<file path="src/rtl/pwm_pkg.sv">
// rtl/pwm_pkg.sv - shared PWM widths and capture state encoding
package pwm_pkg;

   // Default counter width, shared with the PWM generators so frame widths match.
   localparam int CNT_W_DEF = 11;

   typedef enum logic [1:0] {
      S_WAIT_RISE = 2'd0,
      S_HIGH      = 2'd1,
      S_LOW       = 2'd2,
      S_STUCK     = 2'd3
   } state_t;

endpackage

</file>
<file path="src/rtl/pwm_capture_if.sv">
// rtl/pwm_capture_if.sv - PWM input pin and measurement result bundle
interface pwm_capture_if #(
   parameter int CNT_W = 11
);
   logic             pwm_in;
   logic [CNT_W-1:0] high_out;
   logic [CNT_W-1:0] period_out;
   logic             valid;
   logic             stuck_hi;
   logic             stuck_lo;
   logic             locked;

   // slave: the capture block; master: whoever drives the pin and consumes results.
   modport slave (
      input  pwm_in,
      output high_out, period_out, valid, stuck_hi, stuck_lo, locked
   );

   modport master (
      output pwm_in,
      input  high_out, period_out, valid, stuck_hi, stuck_lo, locked
   );
endinterface

</file>
<file path="src/rtl/pwm_capture_sync_edge.sv">
// rtl/pwm_capture_sync_edge.sv - two-flop synchronizer with rise/fall detect
module sync_edge (
   input  logic clk,
   input  logic resetn,
   input  logic async_i,
   output logic rise_o,
   output logic fall_o
);
   logic s1_q;
   logic s2_q;
   logic d_q;

   always_ff @(posedge clk) begin
      if (!resetn) begin
         s1_q <= 1'b0;
         s2_q <= 1'b0;
         d_q  <= 1'b0;
      end else begin
         s1_q <= async_i;
         s2_q <= s1_q;
         d_q  <= s2_q;
      end
   end

   assign rise_o = s2_q & ~d_q;
   assign fall_o = ~s2_q & d_q;
endmodule

</file>
<file path="src/rtl/pwm_capture.sv">
// rtl/pwm_capture.sv - measures high time and period of an incoming PWM waveform
module pwm_capture
   import pwm_pkg::*;
#(
   parameter int CNT_W = CNT_W_DEF
) (
   input  logic          clk,
   input  logic          resetn,
   pwm_capture_if.slave  bus
);
   localparam logic [CNT_W-1:0] MAX = '1;

   logic             rise;
   logic             fall;

   state_t           state_q, state_d;
   logic [CNT_W-1:0] run_cnt_q, run_cnt_d;
   logic [CNT_W-1:0] hi_lat_q, hi_lat_d;
   logic [CNT_W-1:0] high_q, high_d;
   logic [CNT_W-1:0] period_q, period_d;
   logic             valid_q, valid_d;
   logic             stuck_hi_q, stuck_hi_d;
   logic             stuck_lo_q, stuck_lo_d;
   logic             locked_q, locked_d;

   sync_edge u_sync_edge (
      .clk     (clk),
      .resetn  (resetn),
      .async_i (bus.pwm_in),
      .rise_o  (rise),
      .fall_o  (fall)
   );

   always_ff @(posedge clk) begin
      if (!resetn) begin
         state_q    <= S_WAIT_RISE;
         run_cnt_q  <= '0;
         hi_lat_q   <= '0;
         high_q     <= '0;
         period_q   <= '0;
         valid_q    <= 1'b0;
         stuck_hi_q <= 1'b0;
         stuck_lo_q <= 1'b0;
         locked_q   <= 1'b0;
      end else begin
         state_q    <= state_d;
         run_cnt_q  <= run_cnt_d;
         hi_lat_q   <= hi_lat_d;
         high_q     <= high_d;
         period_q   <= period_d;
         valid_q    <= valid_d;
         stuck_hi_q <= stuck_hi_d;
         stuck_lo_q <= stuck_lo_d;
         locked_q   <= locked_d;
      end
   end

   // Edges are tested before the MAX timeout so a period of exactly MAX still measures.
   always_comb begin
      state_d    = state_q;
      hi_lat_d   = hi_lat_q;
      high_d     = high_q;
      period_d   = period_q;
      valid_d    = 1'b0;
      stuck_hi_d = stuck_hi_q;
      stuck_lo_d = stuck_lo_q;
      locked_d   = locked_q;

      if (rise)
         run_cnt_d = CNT_W'(1);
      else if (run_cnt_q == MAX)
         run_cnt_d = run_cnt_q;
      else
         run_cnt_d = run_cnt_q + CNT_W'(1);

      case (state_q)
         S_WAIT_RISE: begin
            if (rise)
               state_d = S_HIGH;
         end
         S_HIGH: begin
            if (fall) begin
               hi_lat_d = run_cnt_q;
               state_d  = S_LOW;
            end else if (run_cnt_q == MAX) begin
               stuck_hi_d = 1'b1;
               locked_d   = 1'b0;
               valid_d    = 1'b1;
               high_d     = MAX;
               period_d   = MAX;
               state_d    = S_STUCK;
            end
         end
         S_LOW: begin
            if (rise) begin
               high_d     = hi_lat_q;
               period_d   = run_cnt_q;
               valid_d    = 1'b1;
               locked_d   = 1'b1;
               stuck_hi_d = 1'b0;
               stuck_lo_d = 1'b0;
               state_d    = S_HIGH;
            end else if (run_cnt_q == MAX) begin
               stuck_lo_d = 1'b1;
               locked_d   = 1'b0;
               valid_d    = 1'b1;
               high_d     = '0;
               period_d   = MAX;
               state_d    = S_STUCK;
            end
         end
         S_STUCK: begin
            if (rise)
               state_d = S_HIGH;
         end
         default: state_d = S_WAIT_RISE;
      endcase
   end

   assign bus.high_out   = high_q;
   assign bus.period_out = period_q;
   assign bus.valid      = valid_q;
   assign bus.stuck_hi   = stuck_hi_q;
   assign bus.stuck_lo   = stuck_lo_q;
   assign bus.locked     = locked_q;
endmodule

</file>
<file path="src/flat_wrapper.sv">
// flat-port wrapper written by rule: the top's interface ports become plain ports
module pwm_capture_flat import pwm_pkg::*;
#(
   parameter int CNT_W = CNT_W_DEF
)
  (clk, resetn, bus_pwm_in, bus_high_out, bus_period_out, bus_valid, bus_stuck_hi, bus_stuck_lo, bus_locked);
  pwm_capture_if #(.CNT_W(CNT_W)) bus_i ();
  input  logic clk;
  input  logic resetn;
  input wire logic [$bits(bus_i.pwm_in)-1:0] bus_pwm_in;
  output wire logic [$bits(bus_i.high_out)-1:0] bus_high_out;
  output wire logic [$bits(bus_i.period_out)-1:0] bus_period_out;
  output wire logic [$bits(bus_i.valid)-1:0] bus_valid;
  output wire logic [$bits(bus_i.stuck_hi)-1:0] bus_stuck_hi;
  output wire logic [$bits(bus_i.stuck_lo)-1:0] bus_stuck_lo;
  output wire logic [$bits(bus_i.locked)-1:0] bus_locked;
  assign bus_i.pwm_in = bus_pwm_in;
  assign bus_high_out = bus_i.high_out;
  assign bus_period_out = bus_i.period_out;
  assign bus_valid = bus_i.valid;
  assign bus_stuck_hi = bus_i.stuck_hi;
  assign bus_stuck_lo = bus_i.stuck_lo;
  assign bus_locked = bus_i.locked;
  pwm_capture #(.CNT_W(CNT_W)) u_core (.clk(clk), .resetn(resetn), .bus(bus_i));
endmodule
</file>
<file path="config.mk">
export PLATFORM = sky130hd
export DESIGN_NAME = pwm_capture_flat
export DESIGN_NICKNAME = d
export VERILOG_FILES = /design/src/rtl/pwm_pkg.sv /design/src/rtl/pwm_capture_if.sv /design/src/rtl/pwm_capture_sync_edge.sv /design/src/rtl/pwm_capture.sv /design/src/flat_wrapper.sv
export SDC_FILE = /design/constraint.sdc
export NUM_CORES = 1
export LEC_CHECK = 0
export ABC_AREA = 1
export BUFFER_PORTS_ARGS = -buffer_cell sky130_fd_sc_hd__buf_2
export CAP_MARGIN = 30
export CORE_MARGIN = 1.5
export CORE_UTILIZATION = 43
export CTS_BUF_LIST = sky130_fd_sc_hd__clkbuf_8
export DETAILED_ROUTE_END_ITERATION = 12
export PLACE_DENSITY_LB_ADDON = 0.25
export SYNTH_ARGS = -nofsm -noshare
export SYNTH_HDL_FRONTEND = slang
export SYNTH_SLANG_ARGS = --single-unit
</file>
<file path="constraint.sdc">
create_clock -name clk -period 2.7 [get_ports clk]
set_input_delay 0.54 -clock clk [delete_from_list [all_inputs] [get_ports clk]]
set_output_delay 0.54 -clock clk [all_outputs]
set_load 0.02 [all_outputs]
</file>
==> metrics.cfg <==
[synth]
synth-edff-count=0
synth-main-ff-cell=dfxtp_1
synth_warnings=0
synth_most_common_cell=nand2_1
syn_inst=333
yosysTopAreaCellShare_pct=43.1
ys_ff_latch=53
yosysUniqueCellTypes=27
synthesis.area_um2=2460
syn_nets=339
syn_area_per_cell_um2=7.40
yosysTopAreaCell=dfxtp_1
ys_seq_area_share_pct=43.1
ys_async_sr_fraction_pct=0
yosys-top-cells-area=dfxtp_1 43%, nand2_1 8.7%, inv_1 7.9%
synth_common_cells=57 x nand2_1, 53 x dfxtp_1, 52 x inv_1, 31 x a21oi_1, 28 x nor2_1

[route]
wl_per_cell_um=11.7
totalWireLength_um=4990
antenna_left=0
vias_per_cell=4.94
firstDrtPassIters=4
via_count=2110
drt_iter0_markers=151
drc=0

[timing]
clock_skew_ns=0.00638
hold_viol=0
slew_violations=0
rsz0062_at_grt=false
fin_crit_ns=2.00
timing.fmax_ghz=0.500
worst_pin_slew_ns=0.460
setup_tns_ns=0
finalCritPeriodShare_pct=74.0
finalSetupViolations=0
slew_headroom_pct=69.1

[clocking]
tritoncts=done
post_cts_buffers=0
cts.clk_slew.worst_paths_ns=0.09
h-tree-depth=2
cts_sinks=53
cts_hold_buf=0
cts_resized=0
ctsLongestPathBuffers=2
clock_latency_ns=0.30
ctsRootBufferMaster=clkbuf_8
numCtsBuffers=5

[finish]
nNetsFinal=360
drive_above_1_share_pct=14.9
diodes=0
fin_cells=427
area_delta_synth_final_pct=10.7

[worst_setup_path]
crit_end=u_core.bus.high_out[7]
start_kind=register
r2r_start=u_core.run_cnt_q[1]
r2r_slack_ns=0.70
ff2ff_path_depth=8
cp_max_fo=22
critical_path_class=register to register
cp.required_ns=2.90
rr_endpoint=u_core.bus.high_out[7]
endpoint_kind=register
worstPathArrival_ns=2.20
crit_start=u_core.run_cnt_q[1]

[grt]
overflow=0
grt_pass1_vias=1903
grt.total_usage_pct=17.7
grt_max_degree=31
grt_first_pass_wirelength_um=8710
antenna_found_initial=0

[flow_run]
cap_violations=0

[place]
gp_congestion=0.844
placed_cells=419
portBuffers=28
dp_hpwl_um=3540

[floorplanning]
ioPinCount=29
dieArea_um2=6190
die_w_um=78.7
core_area_um2=5510
fp-row-count=27
fp.dieH_um=78.7
start_util_pct=44.7

[power_and_ir_drop]
irDropWorstVdd_v=0.000215
cellLeakagePower_nw=1.30
powerDensity_nw_per_um2=540

[outcome]
outcome=finished, final reports clean

[min_path]
hold_class=register to register

==> layout make-up <==
class,count,area [um2]
clock inverters,2,33.8
inverters,55,206
repair buffers,31,163
clock buffers,6,82.6
multi-input cells,208,1090
flip-flops and latches,53,1060
fillers,581,2780
well taps,72,90.1
==> layout by cell type (no fill, tap or decap), types with 6 or more instances in the layout <==
| master | n |
|---|---|
| dfxtp_1 | 53 |
| nand3_1 | 12 |
| a31oi_1 | 10 |
| nand2_1 | 57 |
| nand3b_1 | 22 |
| buf_2 | 28 |
| o21ai_0 | 22 |
| a21oi_1 | 31 |
| clkbuf_8 | 6 |
| nor2_1 | 28 |
| inv_1 | 53 |
==> where the power goes <==
| group | switching [mW] | total, mW | internal [mW] | leakage [nW] |
|---|---|---|---|---|
| Combinational | 0.0746 | 0.111 | 0.0365 | 0.804 |
| Clock | 0.251 | 0.549 | 0.299 | 0.0626 |
| Sequential | 0.0129 | 0.812 | 0.799 | 0.429 |
| Total | 0.338 | 1.47 | 1.13 | 1.30 |
==> layer usage <==
layer  track usage, %  vias to the layer above  wire length (um)
met5                0                        -                 0
met4             7.50                        0                97
met3             3.10                       11               160
met2             29.5                       55              2300
met1             22.4                      934              2430
li1                 -                     1110                 -
==> worst max-delay path, stage by stage, from the launching register on <==
cell and delay, ns:
dfxtp_1 0.45, ha_1 0.25, nand2_1 0.07, nor2_1 0.15, nand3_2 0.30, nand2_2 0.43, nand3b_1 0.12, nand2_1 0.08
nor2_1 0.04
==> state kept, by name, summed over array words and instances (netlist names) <==
signal,cells
u_core.u_sync_edge.s2_q,1
u_core.bus.stuck_hi,1
u_core.bus.valid,1
u_core.bus.high_out,11
u_core.bus.period_out,11
u_core.bus.stuck_lo,1
u_core.u_sync_edge.s1_q,1
u_core.run_cnt_q,11
u_core.state_q,2
u_core.bus.locked,1
u_core.hi_lat_q,11
u_core.u_sync_edge.d_q,1
==> kinds of logic (layout without fill, tap and decap cells) <==
family	count (synthesis)	count (layout)	share of synthesized area (%)
buffers and inverters	72	94	12.6
xor gates and xnor gates	2	2	0.711
and+or+nand+nor	135	135	27.3
adders and majority gates	3	3	1.52
AOI/OAI and AO/OA	68	68	14.8
DFF	53	53	43.1
==> metrics by stage <==
stage / util [%] / hold slack, ns / worst slack, ns / power, mW / instance area, um2
3_5_place_dp: 47.4 / 0.400 / 0.748 / 0.942 / 2610
3_3_place_gp: 47.4 / 0.398 / 0.748 / 0.940 / 2610
6_report: 49.5 / 0.413 / 0.701 / 1.47 / 2730
2_1_floorplan: - / 0.390 / 1.25 / 0.917 / 2460
5_1_grt: 49.5 / 0.432 / 0.496 / 1.54 / 2730
4_1_cts: 49.5 / 0.420 / 0.714 / 1.49 / 2730
==> worst min-delay path by stage <==
stage	from	end	depth (start not counted)
after floorplan	u_core.u_sync_edge.s1_q	u_core.u_sync_edge.s2_q	2
after global placement	u_core.u_sync_edge.s1_q	u_core.u_sync_edge.s2_q	2
after detailed placement	u_core.u_sync_edge.s1_q	u_core.u_sync_edge.s2_q	2
after CTS	bus_pwm_in	u_core.u_sync_edge.s1_q	3
after global routing	bus_pwm_in	u_core.u_sync_edge.s1_q	3
final	u_core.u_sync_edge.s1_q	u_core.u_sync_edge.s2_q	2
No activity file was read; power rests on OpenSTA's default activity.
